### config.mk
export PLATFORM = sky130hd
export DESIGN_NAME = pipe_mem_wb_ctl
export DESIGN_NICKNAME = d
export VERILOG_FILES = /design/src/rtl/pipe_mem_wb_ctl.sv
export SDC_FILE = /design/constraint.sdc
export NUM_CORES = 1
export LEC_CHECK = 0
export BUFFER_PORTS_ARGS = -buffer_cell sky130_fd_sc_hd__buf_2
export CORE_ASPECT_RATIO = 1.25
export CORE_MARGIN = 5
export CORE_UTILIZATION = 35
export DETAILED_ROUTE_END_ITERATION = 8
export HOLD_SLACK_MARGIN = 0.12
export PLACE_DENSITY = 0.58
export RECOVER_POWER = 25
export SLEW_MARGIN = 10
export SYNTH_ARGS = -nofsm -noshare
export SYNTH_HDL_FRONTEND = slang
export SYNTH_SLANG_ARGS = --single-unit
export TNS_END_PERCENT = 5
### constraint.sdc
create_clock -name in_clk -period 2 [get_ports in_clk]
set_clock_uncertainty 0.1 [all_clocks]
set_input_delay 0.3 -clock in_clk [delete_from_list [all_inputs] [get_ports in_clk]]
set_output_delay 0.3 -clock in_clk [all_outputs]
set_load 0.01 [all_outputs]
### src/rtl/pipe_mem_wb_ctl.sv
// MEM/WB pipeline register: valid/stall/flush control, sub-word load
// alignment with sign/zero extension, registered write-back mux, retire count.
module pipe_mem_wb_ctl #(
  parameter  int DATA_W = 32,
  parameter  int ADDR_W = 5,
  parameter  int CNT_W  = 32,
  localparam int OFF_W  = $clog2(DATA_W / 8)
) (
  input  logic              in_clk,
  input  logic              in_rst_n,
  input  logic              in_valid,
  input  logic              in_stall,
  input  logic              in_flush,
  input  logic [ADDR_W-1:0] in_rd_waddr,
  input  logic              in_rd_wena,
  input  logic              in_rd_sel,
  input  logic [1:0]        in_ld_size,
  input  logic              in_ld_unsigned,
  input  logic [OFF_W-1:0]  in_byte_off,
  input  logic [DATA_W-1:0] in_alu_result,
  input  logic [DATA_W-1:0] in_dmem_data,
  output logic              out_valid,
  output logic [ADDR_W-1:0] out_rd_waddr,
  output logic              out_rd_wena,
  output logic [DATA_W-1:0] out_rd_wdata,
  output logic [DATA_W-1:0] out_alu_result,
  output logic [DATA_W-1:0] out_dmem_data,
  output logic [CNT_W-1:0]  out_retire_cnt
);

  logic [OFF_W-1:0]  off_h;
  logic [OFF_W-1:0]  off_w;
  logic [DATA_W-1:0] sh_b;
  logic [DATA_W-1:0] sh_h;
  logic [DATA_W-1:0] sh_w;
  logic [DATA_W-1:0] ext_b;
  logic [DATA_W-1:0] ext_h;
  logic [DATA_W-1:0] ext_w;
  logic [DATA_W-1:0] ld_data;
  logic [DATA_W-1:0] wb_data;
  logic              wena_q;
  logic              retire;

  // Half and word accesses are aligned down by masking low offset bits.
  assign off_h = in_byte_off & ~OFF_W'(1);
  assign off_w = in_byte_off & ~OFF_W'(3);

  assign sh_b = in_dmem_data >> {in_byte_off, 3'b000};
  assign sh_h = in_dmem_data >> {off_h, 3'b000};
  assign sh_w = in_dmem_data >> {off_w, 3'b000};

  assign ext_b = {{(DATA_W-8){~in_ld_unsigned & sh_b[7]}}, sh_b[7:0]};
  assign ext_h = {{(DATA_W-16){~in_ld_unsigned & sh_h[15]}}, sh_h[15:0]};

  generate
    if (DATA_W > 32) begin : g_wide
      assign ext_w = {{(DATA_W-32){~in_ld_unsigned & sh_w[31]}}, sh_w[31:0]};
    end else begin : g_narrow
      assign ext_w = in_dmem_data;
    end
  endgenerate

  always_comb begin
    ld_data = in_dmem_data;
    unique case (in_ld_size)
      2'b00:   ld_data = ext_b;
      2'b01:   ld_data = ext_h;
      2'b10:   ld_data = ext_w;
      default: ld_data = in_dmem_data;
    endcase
  end

  assign wb_data = in_rd_sel ? ld_data : in_alu_result;
  assign wena_q  = in_rd_wena & in_valid & (in_rd_waddr != '0);

  // The WB occupant leaves on any non-stalled edge, and a flush also evicts it.
  assign retire = out_valid & (~in_stall | in_flush);

  always_ff @(posedge in_clk or negedge in_rst_n) begin
    if (!in_rst_n) begin
      out_valid      <= 1'b0;
      out_rd_waddr   <= '0;
      out_rd_wena    <= 1'b0;
      out_rd_wdata   <= '0;
      out_alu_result <= '0;
      out_dmem_data  <= '0;
      out_retire_cnt <= '0;
    end else begin
      if (retire) begin
        out_retire_cnt <= out_retire_cnt + CNT_W'(1);
      end
      if (in_flush) begin
        out_valid    <= 1'b0;
        out_rd_wena  <= 1'b0;
        out_rd_waddr <= '0;
      end else if (!in_stall) begin
        out_valid      <= in_valid;
        out_rd_waddr   <= in_rd_waddr;
        out_rd_wena    <= wena_q;
        out_rd_wdata   <= wb_data;
        out_alu_result <= in_alu_result;
        out_dmem_data  <= ld_data;
      end
    end
  end

endmodule

Word-level counts from Yosys, hierarchy flattened
Cells that the tools add are included.
{"block": "word_totals", "input_bits": 81, "wordCells": 32, "regBits": 135, "out_inout_bits": 135}
{"block": "op_classes", "addsub": 1, "n_bitwise": 9, "n_eq_ne": 2, "mux": 8, "n_reduce_logical": 3, "n_shift": 2}
{"cell": "32-bit one-hot mux with 2 select lines", "n": 1}
{"cell": "32-bit by 1-bit adder with 32-bit output, second input constant", "n": 1}
{"cell": "32-bit 2-to-1 mux", "n": 1}
{"cell": "32-bit by 5-bit >> shifter with 16-bit output", "n": 1}
{"cell": "32-bit by 5-bit >> shifter with 8-bit output", "n": 1}
{"cell": "5-bit 2-to-1 mux", "n": 2}
{"cell": "1-bit bitwise AND", "n": 5}
{"cell": "5-bit nonzero test", "n": 1}
{"cell": "1-bit 2-to-1 mux", "n": 4}
{"cell": "1-bit NOT", "n": 3}
{"cell": "2-bit by 1-bit equality test with 1-bit output, second input constant", "n": 1}
{"cell": "2-bit logical NOT", "n": 1}
{"cell": "2-bit by 1-bit != test with 1-bit output, second input constant", "n": 1}
{"cell": "2-bit AND reduction", "n": 1}
{"cell": "1-bit OR", "n": 1}

Depth between registers and ports, before layout
Gate-level depths: netlist of the first run.
{"block": "depth", "ltp_word": 4, "mapped_depth": 7, "mapped_depth_nobuf": 4}

Worst setup path before layout of the first run
OpenSTA, ideal clock, no wires.
{"block": "synth_path", "path_kind": "register to register", "startpoint": "register out_retire_cnt[13]", "endpoint": "register out_retire_cnt[31]", "path_buffers": 1, "required_ps": 1821, "synth_period_minus_slack_ps": 1883, "setup_time_ps": 79, "setup_slack_ps": 117, "t_arrival_ps": 1704, "stages_incl_launch_ff": 6, "cell_sequence": "dfrtp_1 nand4_2 or4_1 buf_6 nor4_4 xor2_1"}
{"block": "synth_between", "elab_chain_len": 1}
{"element": "start: declaration", "line_no": "28", "source": "output logic [CNT_W-1:0] out_retire_cnt"}
{"element": "start signal: assignment", "line_no": "90", "source": "out_retire_cnt <= out_retire_cnt + CNT_W'(1);"}
{"element": "32-bit by 1-bit adder with 32-bit output", "line_no": "90"}
No other way between the ends.
A chain may end at the register's enable or synchronous reset.

Worst setup path after layout of the first run
{"block": "layout_path", "startpoint": "input in_flush", "endpoint": "register out_retire_cnt[20]"}
{"block": "layout_between", "elab_chain_len": 2}
{"element": "start: declaration", "line_no": "13", "source": "input logic in_flush,"}
{"element": "1-bit OR", "line_no": "77", "source": "assign retire = out_valid & (~in_stall | in_flush);"}
{"element": "1-bit bitwise AND", "line_no": "77"}
No other way between the ends.

==> flow_summary_export.csv, run 1 <==
group,metric,value,unit
route,num_vias,5903,
synth,synth_cell_type_count,50,
synth,yosys.area_share.adder,0.200,%
route,via_density,5.07,
clock_network,cts_max_path_buffers,2,
floorplanning,top_level_ports,216,
layout,finish.cell_count_without_fillers,1165,
critical_path,critPathTopFamily,"buffers and inverters",
critical_path,worst_ep_required_time,2240,ps
power,combPwrFrac,17.9,%
global_routing,grt_pass1_wl,33700,µm
route,route.detailed.drc,0,
synth,synth_top_area_share,53.9,%
timing,setup-tns-final,0,ps
power,post-layout-total-power,8.07,mW
power,p_per_area,907,nW/µm²
floorplanning,horizontal_extent_of_the_die,130,µm
critical_path,cp.arrival,2140,ps
timing,hold_viol,0,
synth,synthesis.yosys.warnings,0,
timing,max_clock_freq,527,MHz
synth,synth.cell_area,6270,µm²
power,p_sw_share,28.3,%
synth,synth_flop_cell,"sky130_fd_sc_hd__dfrtp_1",
synth,synth_cells,652,
route,detailedRoute.firstIterationViolations,267,
clock_network,clock_tree_sinks,135,
global_routing,grt_antenna_before_repair,0,
layout,synthToLayoutAreaGrowth,41.9,%
clock_network,clk_transition_reported_paths,60,ps
run,max_cap_viol_count,0,
placement,placed_cells,1083,
route,dr.pass1.iters,4,
global_routing,groute.usage.overall,20.8,%
timing,worst_hold_slack,136,ps
critical_path,start_kind,"input port",
layout,fin_nets,1010,
critical_path,slowest_stage,"sky130_fd_sc_hd__dlygate4sd3_1",
clock_network,worstSkewPairLatency,410,ps
synth,synth-compound-area-share,13.5,%
synth,synth_top_family_by_area,"simple AND/OR/NAND/NOR gates",
clock_network,htree_levels,4,
floorplanning,core.rowCount,54,
power,power.leakage,4.66,nW
route,final_antenna_net_count,0,
route,avgRoutedWirePerCell,18.2,µm
placement,finalWeightedCongestion,0.840,
synth,synth.cells.most_frequent,"sky130_fd_sc_hd__nand2_1, sky130_fd_sc_hd__dfrtp_1, sky130_fd_sc_hd__nor2_1",
power,p_int,5.78,mW
critical_path,critical_path.cell_chain,"dlygate4sd3_1, buf_2, nand2b_1, nand4_1, buf_4, nor4_1, xor2_1",
critical_path,critical_path.n_buffers_inverters,3,
layout,postLayoutCellArea,8890,µm²
floorplanning,initial_utilization,35.7,%
hold_path,worstHoldPathType,"input port to flop",
synth,syn-num-nets,734,
synth,synth_xor_xnor_area_share,4.33,%
timing,max_slew_headroom,35.7,%
placement,placed_area,7780,µm²
timing,final_count_of_negative_setup_slack_endpoints,0,
placement,dp_wirelength,15800,µm
synth,synth_async_sr_flop_share,100,%
hold_path,hold_path.startpoint,"in_dmem_data[26]",
global_routing,total_global_routing_overflow,0,
synth,synth_seq_cells,135,
critical_path,r2r_start,"out_retire_cnt[15]$_DFFE_PN0P_",
synth,synth_largest_area_cell,"sky130_fd_sc_hd__dfrtp_1",
layout,layout-drive-gt1-share,32.4,%
route,wirelength,21200,µm
synth,synthesized_area_fraction_occupied_by_and_or_nand_nor_cells,21.3,%
critical_path,critical_path.max_fanout,5,
clock_network,cts-buffers-inserted,17,
timing,period_minus_slack,1900,ps
status,run_status,"complete, no violations",
power,power_frac_clock,41.6,%
synth,post_synth_mux_area_share,2.95,%
power,peakVddDrop,503,µV
timing,timing_max_transition_violations_final,0,
synth,synth_sequential_area_ratio,53.9,%
timing,max_slew.worst_pin.slew,965,ps
synth,synth.avg_cell_area,9.61,µm²
synth,yosys.cell_count.top_type,"sky130_fd_sc_hd__nand2_1",
clock_network,cts_tree,"done",
power,pwr-share-seq,40.5,%
floorplanning,design.die.area,20700,µm²
critical_path,setup.worst_path.start,"in_flush",
power,switching_power,2.28,mW
floorplanning,core_region_area,17600,µm²
placement,portBuffers,215,
layout,n_antenna_cell,0,
floorplanning,die_h,160,µm
critical_path,setup.worst_path.end_class,"flop",
critical_path,worst_path_largest_cell_delay,530,ps
critical_path,critPathKind,"input port to flop",
synth,synth_enable_flop_cells,0,
timing,min_period_over_period,94.9,%
clock_network,cts-root-buf,"sky130_fd_sc_hd__clkbuf_16",
synth,post_synth_main_area_contributors,"sky130_fd_sc_hd__dfrtp_1, sky130_fd_sc_hd__nand2_1, sky130_fd_sc_hd__a21oi_1",
global_routing,grt_start_max_net_pins,45,
global_routing,grt_pass1_vias,6219,
logic make-up after synthesis:
group | Yosys count
adder cells (fa/ha/maj) | 1
buffers and inverters | 58
AO/OA/AOI/OAI | 128
XOR/XNOR | 31
flip-flops | 135
multiplexers | 16
AND/OR/NAND/NOR | 283
worst paths after layout:
kind / endpoint / slack [ps] / cells after the start
setup / recovery: out_retire_cnt[20]$_DFFE_PN0P_ / 100 / 7
hold / removal: out_dmem_data[26]$_DFFE_PN0P_ / 140 / 3
setup reg to reg: out_retire_cnt[27]$_DFFE_PN0P_ / 160 / 5
hold reg to reg: out_retire_cnt[31]$_DFFE_PN0P_ / 370 / 1
max in group asynchronous: out_dmem_data[5]$_DFFE_PN0P_ / 260 / 3
min in group asynchronous: out_rd_wdata[5]$_DFFE_PN0P_ / 510 / 2
placed cells by master (no fill, tap or decap), types with 3 or more instances in the layout:
master and instances:
sky130_fd_sc_hd__a221o_1 8, sky130_fd_sc_hd__inv_1 15, sky130_fd_sc_hd__nand3_1 8, sky130_fd_sc_hd__o21ai_1 15, sky130_fd_sc_hd__nand2_1 157, sky130_fd_sc_hd__clkinv_4 6
sky130_fd_sc_hd__a211oi_1 23, sky130_fd_sc_hd__nor4_2 4, sky130_fd_sc_hd__dlygate4sd3_1 49, sky130_fd_sc_hd__mux2_2 7, sky130_fd_sc_hd__buf_4 28, sky130_fd_sc_hd__a221oi_1 8
sky130_fd_sc_hd__mux2i_1 5, sky130_fd_sc_hd__mux2_1 3, sky130_fd_sc_hd__nor2b_1 3, sky130_fd_sc_hd__and2_1 7, sky130_fd_sc_hd__dfrtp_1 135, sky130_fd_sc_hd__a21o_1 8
sky130_fd_sc_hd__and4_1 3, sky130_fd_sc_hd__nor4_1 8, sky130_fd_sc_hd__o21ai_0 9, sky130_fd_sc_hd__buf_2 215, sky130_fd_sc_hd__nor4_4 4, sky130_fd_sc_hd__nor3_1 7
sky130_fd_sc_hd__buf_12 4, sky130_fd_sc_hd__a21oi_1 42, sky130_fd_sc_hd__bufinv_16 4, sky130_fd_sc_hd__xnor2_1 7, sky130_fd_sc_hd__clkbuf_16 17, sky130_fd_sc_hd__nand4_1 6
sky130_fd_sc_hd__nor3b_1 8, sky130_fd_sc_hd__a2111oi_0 7, sky130_fd_sc_hd__nor2_1 53, sky130_fd_sc_hd__xor2_1 24
repair_timing:
item                       in CTS  in global routing
hold endpoints to repair      188                  0
resized for setup               0                  2
hold buffers                   49                  0
setup buffers                   0                  1
setup endpoints to repair       0                 17
metal layers:
layer | GRT usage (%) | share of wire (%) | vias to the layer above
li1 | - | - | 2803
met4 | 7.09 | 2.7 | 0
met5 | 0 | 0 | -
met1 | 25.7 | 40 | 2831
met2 | 34.9 | 50 | 233
met3 | 5.75 | 7.2 | 36
state kept, by name, summed over array words and instances, names as in the netlist:
register,count
out_alu_result,32
out_valid,1
out_dmem_data,32
out_rd_waddr,5
out_retire_cnt,32
out_rd_wena,1
out_rd_wdata,32
metrics by stage:
stage                     setup WS [ps]  util [%]
after detailed placement           38.3      44.3
final                               102      50.6
after CTS                          26.9      50.7
after floorplan                     117         -
after global routing              -7.26      50.6
after global placement             55.9      44.3
power by group through the flow:
stage | logic (mW) | registers [mW] | clock network (mW)
2_1_floorplan | 0.505 | 3.45 | 0
3_3_place_gp | 1.38 | 3.31 | 0
4_1_cts | 1.47 | 3.27 | 3.42
5_1_grt | 1.60 | 3.31 | 3.55
6_report | 1.45 | 3.27 | 3.35
3_5_place_dp | 1.40 | 3.31 | 0
area by class of cell:
type / count / area, µm²
Clock buffer: 18 / 429
Timing Repair Buffer: 300 / 1880
Clock inverter: 14 / 200
Tap cell: 224 / 280
Sequential cell: 135 / 3380
Multi-Input combinational cell: 459 / 2670
Inverter: 15 / 56.3
Fill cell: 1682 / 8670
tightest hold or removal path: stages:
cell and delay [ps]:
sky130_fd_sc_hd__buf_2 120, sky130_fd_sc_hd__nand2_1 110, sky130_fd_sc_hd__a21oi_1 70
No activity file was read; power rests on OpenSTA's default activity.
==> run 2, diff against run 1 <==
Settings changed: GPL_TIMING_DRIVEN set to 0.
==> run 2 against run 1 <==
Compared with the run above: clock power grew 4%; sequential power about the same; flip-flop and latch count unchanged; sequential share of layout area is 0.081 points higher; design area is essentially flat; via count grew 0.32%; combinational power barely moved; count of clock-buffer cells in the layout shrank 1; routed wire length increased by 3.6%; largest power group unchanged; global-route usage increased by 0.65 points; first-iteration DRC count is 3.7% higher; hold slack gained 1.2 ps.
==> flow_summary_export.csv, run 2 (synthesized netlist as in run 1, its figures left out) <==
group,metric,value,unit
layout,synthToLayoutAreaGrowth,41.9,%
placement,portBuffers,212,
global_routing,groute.usage.overall,21.5,%
placement,dp_wirelength,16500,µm
power,power.leakage,4.59,nW
layout,n_antenna_cell,0,
timing,max_slew_headroom,45.1,%
route,final_antenna_net_count,0,
global_routing,grt_antenna_before_repair,1,
layout,fin_nets,1021,
timing,min_period_over_period,98.0,%
route,route.detailed.drc,0,
clock_network,htree_levels,4,
critical_path,number_of_cells_traversed_by_the_worst_register_to_register_path,5,
floorplanning,core_region_area,17600,µm²
global_routing,grt_pass1_wl,34600,µm
global_routing,total_global_routing_overflow,0,
clock_network,cts_tree,"done",
global_routing,grt_pass1_vias,6121,
clock_network,worstSkewPairLatency,410,ps
route,wirelength,22000,µm
critical_path,r2r_start,"out_retire_cnt[11]$_DFFE_PN0P_",
placement,finalWeightedCongestion,0.830,
power,p_per_area,921,nW/µm²
hold_path,worstHoldPathType,"input port to flop",
layout,top_library_cells_by_usage_in_the_layout_fill_and_taps_aside,"sky130_fd_sc_hd__buf_2, sky130_fd_sc_hd__nand2_1, sky130_fd_sc_hd__dfrtp_1",
floorplanning,core.rowCount,54,
timing,setup-tns-final,0,ps
route,via_density,5.04,
global_routing,grt_start_max_net_pins,88,
route,num_vias,5922,
layout,final.fill_count,1707,
critical_path,worst_ep_required_time,2180,ps
critical_path,start_kind,"input port",
critical_path,setup.worst_path.start,"in_dmem_data[26]",
clock_network,clock_tree_sinks,135,
timing,max_slew.worst_pin.slew,824,ps
floorplanning,top_level_ports,216,
clock_network,cts_max_path_buffers,2,
route,avgRoutedWirePerCell,18.7,µm
critical_path,crit-reg2reg-capture,"out_retire_cnt[31]$_DFFE_PN0P_",
critical_path,critPathKind,"input port to flop",
route,detailedRoute.firstIterationViolations,277,
floorplanning,design.die.area,20700,µm²
floorplanning,die_h,160,µm
layout,layout-drive-gt1-share,30.1,%
clock_network,cts-root-buf,"sky130_fd_sc_hd__clkbuf_16",
power,peakVddDrop,531,µV
clock_network,cts-buffers-inserted,17,
placement,placed_area,7650,µm²
critical_path,ff2ff_setup_slack,80,ps
timing,timing_max_transition_violations_final,0,
timing,max_clock_freq,510,MHz
status,run_status,"complete, no violations",
route,dr.pass1.iters,5,
timing,hold_viol,0,
critical_path,setup.worst_path.end_class,"flop",
critical_path,critical_path.endpoint,"out_rd_wdata[2]$_DFFE_PN0P_",
floorplanning,initial_utilization,35.7,%
timing,final_count_of_negative_setup_slack_endpoints,0,
floorplanning,horizontal_extent_of_the_die,130,µm
layout,final_core_util,50.6,%
timing,rsz_0062_raised_after_global_routing,"true",
timing,period_minus_slack,1960,ps
layout,postLayoutCellArea,8890,µm²
critical_path,critical_path.max_fanout,2,
clock_network,clk_transition_reported_paths,70,ps
run,max_cap_viol_count,0,
layout,layout.cells.most_common,"sky130_fd_sc_hd__buf_2",
critical_path,cp.arrival,2140,ps
run 2: changes by cell type in the layout (fill, tap and decap cells not counted), sizes merged, moves of 2 or more:
cell,before,now
clkinvlp,0,2
dlygate4sd3,49,55
clkbuf,21,53
clkinv,8,4
buf,248,220
run 2: final cells by class:
cell class              instances  area [µm²]  area share, %
plain buffers                  43         193           2.17
well taps                     224         280           3.15
repair buffers                268        1620           18.2
flip-flops and latches        135        3380           38.1
multi-input cells             459        2710           30.4
clock inverters                14         223           2.50
clock buffers                  17         425           4.78
inverters                      15        56.3          0.633
run 2: power breakdown:
part | switching (mW) | total (mW) | internal, mW
Clock | 1.27 | 3.49 | 2.22
Combinational | 0.826 | 1.43 | 0.607
Sequential | 0.211 | 3.27 | 3.05
run 2: how the worst min path moves through the flow:
stage                                   startpoint                             end  slack (ps)  cells after the start
floorplan                                 in_rst_n   out_alu_result[0]$_DFFE_PN0P_        -100                      0
global placement    out_retire_cnt[31]$_DFFE_PN0P_  out_retire_cnt[31]$_DFFE_PN0P_         350                      1
detailed placement                        in_rst_n  out_retire_cnt[15]$_DFFE_PN0P_         130                      1
CTS                               in_dmem_data[16]   out_dmem_data[16]$_DFFE_PN0P_         130                      3
global route                      in_dmem_data[17]   out_dmem_data[17]$_DFFE_PN0P_         130                      3
finish                            in_dmem_data[30]   out_dmem_data[30]$_DFFE_PN0P_         140                      3
run 2: critical path, stage by stage:
cell and delay [ps]:
sky130_fd_sc_hd__dlygate4sd3_1 540, sky130_fd_sc_hd__buf_2 150, sky130_fd_sc_hd__mux2_2 280, sky130_fd_sc_hd__and2_1 180
sky130_fd_sc_hd__a2111oi_0 550, sky130_fd_sc_hd__o21ai_1 150
run 2: per-layer routing:
layer | vias up | global-route usage (%) | wire length (µm)
li1 | 2827 | - | -
met1 | 2840 | 26.6 | 8890
met2 | 225 | 36.2 | 11100
met3 | 28 | 6.18 | 1560
met4 | 2 | 6.43 | 471
met5 | - | 0 | 9
run 2: stage by stage:
| step | power [mW] | instances | hold slack (ps) | setup WS (ps) |
|---|---|---|---|---|
| 2_1_floorplan | 3.95 | 652 | -95.6 | 117 |
| 3_3_place_gp | 4.65 | 1088 | 352 | -1490 |
| 3_5_place_dp | 4.68 | 1089 | 134 | -559 |
| 4_1_cts | 8.27 | 1174 | 126 | -9.87 |
| 5_1_grt | 8.57 | 1175 | 132 | -48.5 |
| 6_report | 8.19 | 1175 | 137 | 40.5 |
run 2: repair_timing:
item,4_1_cts,5_1_grt
setup endpoints to repair,32,38
endpoints found under the hold margin,106,1
pin swaps,0,0
hold buffers,54,1
buffers inserted,0,0
gates resized for setup,5,22
==> run 3, diff against run 2 <==
Settings changed: ABC_AREA set to 1, PLACE_DENSITY 0.58 to 0.57.
==> run 3 against run 2 <==
Compared with the run above: setup slack gained 280 ps; combinational power grew 8%; sequential power about the same; final cell count grew 25%; largest power group unchanged; flip-flop and latch count is the same.
==> flow_summary_export.csv, run 3 <==
group,metric,value,unit
status,run_status,"complete, no violations",
clock_network,worstSkewPairLatency,420,ps
power,p_per_area,867,nW/µm²
critical_path,cp.arrival,1890,ps
critical_path,ff2ff_setup_slack,320,ps
power,power.leakage,4.94,nW
route,final_antenna_net_count,0,
clock_network,cts-root-buf,"sky130_fd_sc_hd__clkbuf_16",
critical_path,setup.worst_path.end_class,"flop",
layout,top_library_cells_by_usage_in_the_layout_fill_and_taps_aside,"sky130_fd_sc_hd__nand2_1, sky130_fd_sc_hd__buf_2, sky130_fd_sc_hd__dfrtp_1",
critical_path,critPathKind,"flop to flop",
synth,synth_sequential_area_ratio,48.4,%
timing,final_count_of_negative_setup_slack_endpoints,0,
clock_network,clk_transition_reported_paths,60,ps
route,detailedRoute.firstIterationViolations,309,
hold_path,hold_path.startpoint,"in_rd_waddr[0]",
clock_network,cts-buffers-inserted,17,
synth,synth_largest_area_cell,"sky130_fd_sc_hd__dfrtp_1",
timing,hold_viol,0,
layout,layout-drive-gt1-share,23.8,%
route,wirelength,24200,µm
clock_network,cts_tree,"done",
route,via_density,4.71,
placement,dp_wirelength,18700,µm
power,peakVddDrop,563,µV
synth,synth.cell_area,6970,µm²
timing,min_period_over_period,83.9,%
run,max_cap_viol_count,0,
timing,max_slew_headroom,37.8,%
hold_path,hold-path-endpoint,"out_rd_waddr[0]$_DFFE_PN0N_",
timing,rsz_0062_raised_after_global_routing,"false",
synth,post_synth_main_area_contributors,"sky130_fd_sc_hd__dfrtp_1, sky130_fd_sc_hd__nand2_1, sky130_fd_sc_hd__nor2_1",
synth,synth_cell_type_count,32,
critical_path,setup.worst_path.start,"out_retire_cnt[0]$_DFFE_PN0P_",
critical_path,crit-reg2reg-capture,"out_retire_cnt[24]$_DFFE_PN0P_",
floorplanning,design.die.area,22900,µm²
synth,synth_top_area_share,48.4,%
synth,yosys.cell_count.top_type,"sky130_fd_sc_hd__nand2_1",
global_routing,grt_start_max_net_pins,100,
floorplanning,core.rowCount,57,
floorplanning,core_region_area,19500,µm²
timing,max_clock_freq,596,MHz
clock_network,cts_max_path_buffers,2,
route,num_vias,6945,
floorplanning,initial_utilization,35.7,%
synth,synth_seq_cells,135,
synth,synth.avg_cell_area,7.61,µm²
synth,synth_cells,917,
layout,layout.cells.most_common,"sky130_fd_sc_hd__nand2_1",
timing,timing_max_transition_violations_final,0,
synth,synth_enable_flop_cells,0,
layout,final_core_util,48.1,%
layout,fin_nets,1277,
global_routing,grt_antenna_before_repair,0,
placement,finalWeightedCongestion,0.934,
layout,synthToLayoutAreaGrowth,34.8,%
synth,synth.cells.most_frequent,"sky130_fd_sc_hd__nand2_1, sky130_fd_sc_hd__dfrtp_1, sky130_fd_sc_hd__nor2_1",
placement,portBuffers,211,
synth,synthesis.yosys.warnings,0,
global_routing,grt_pass1_vias,7225,
hold_path,worstHoldPathType,"input port to flop",
floorplanning,die_h,168,µm
synth,synth_async_sr_flop_share,100,%
route,avgRoutedWirePerCell,16.5,µm
global_routing,groute.usage.overall,21.6,%
clock_network,clock_tree_sinks,135,
critical_path,number_of_cells_traversed_by_the_worst_register_to_register_path,9,
critical_path,worst_ep_required_time,2210,ps
timing,max_slew.worst_pin.slew,933,ps
clock_network,htree_levels,4,
global_routing,grt_pass1_wl,38300,µm
timing,setup-tns-final,0,ps
clock_network,cts.repair_timing.setup_buffer_count,0,
synth,synth_flop_cell,"sky130_fd_sc_hd__dfrtp_1",
floorplanning,horizontal_extent_of_the_die,136,µm
route,route.detailed.drc,0,
synth,syn-num-nets,999,
timing,period_minus_slack,1680,ps
critical_path,start_kind,"flop",
layout,n_antenna_cell,0,
hold_path,min_delay_path_depth,3,
floorplanning,top_level_ports,216,
critical_path,critical_path.max_fanout,6,
critical_path,r2r_start,"out_retire_cnt[0]$_DFFE_PN0P_",
global_routing,total_global_routing_overflow,0,
route,dr.pass1.iters,5,
-- run 3: metrics by stage --
| step | hold slack (ps) | std cells | total power [mW] | setup slack, ps | cell area [µm²] |
|---|---|---|---|---|---|
| after global placement | 351 | 1393 | 4.83 | -1570 | 8360 |
| after detailed placement | 102 | 1394 | 4.85 | 196 | 8400 |
| after global routing | 137 | 1473 | 8.59 | 106 | 9400 |
| after CTS | 122 | 1473 | 8.28 | 286 | 9490 |
| after floorplan | -95.6 | 917 | 4.08 | 521 | 6970 |
| final | 134 | 1473 | 8.16 | 323 | 9400 |
-- run 3: cells by family (layout without fill, tap and decap cells) --
group,count (synthesis),in the layout,share of synthesized area (%)
and+or+nand+nor,550,550,32.1
adders and majority gates,1,1,0.179
buffers and inverters,98,389,6.37
xor gates and xnor gates,26,26,3.27
AOI/OAI and AO/OA,107,107,9.60
DFF,135,135,48.4
-- run 3: report_power, final --
part | internal (mW) | switching, mW
clock network | 2.00 | 1.32
registers | 3.06 | 0.240
logic | 0.611 | 0.933
-- run 3: layout make-up --
class                   instances  area (µm²)
plain buffers                  47         236
clock buffers                  18         429
clock inverters                14         188
fillers                      2067       10100
inverters                      51         196
multi-input cells             684        3100
flip-flops and latches        135        3380
well taps                     265         332
repair buffers                259        1550
-- run 3: timing repair --
item	in CTS	in global routing
hold buffers	47	0
hold endpoints to repair	184	0
resized for setup	0	0
-- run 3: worst max path at each step --
stage | slack [ps] | to | cells after the start
global placement | -1570 | out_rd_wdata[11]$_DFFE_PN0P_ | 1
detailed placement | 200 | out_rd_wdata[10]$_DFFE_PN0P_ | 6
finish | 320 | out_retire_cnt[24]$_DFFE_PN0P_ | 9
global route | 110 | out_rd_wdata[4]$_DFFE_PN0P_ | 3
floorplan | 520 | out_retire_cnt[12]$_DFFE_PN0P_ | 8
CTS | 290 | out_retire_cnt[24]$_DFFE_PN0P_ | 9
-- run 3: worst max-delay path, cell delays in order (launching register included) --
cell	delay (ps)
sky130_fd_sc_hd__dfrtp_1	430
sky130_fd_sc_hd__ha_1	300
sky130_fd_sc_hd__nand3_1	190
sky130_fd_sc_hd__inv_1	110
sky130_fd_sc_hd__nand2_1	70
sky130_fd_sc_hd__inv_1	60
sky130_fd_sc_hd__nand2_1	70
sky130_fd_sc_hd__xor2_1	140
sky130_fd_sc_hd__nand2_1	50
sky130_fd_sc_hd__nand2_1	40
-- run 3: per-layer routing --
metal  track usage, %  up-vias  share of wire, %  routed length [µm]
met5                0        -                 0                   0
met3             6.00       52               6.8                1650
met2             36.1      229                49               11900
met1             25.9     3217                40                9790
li1                 -     3447                 -                   -
met4             9.51        0               3.9                 934
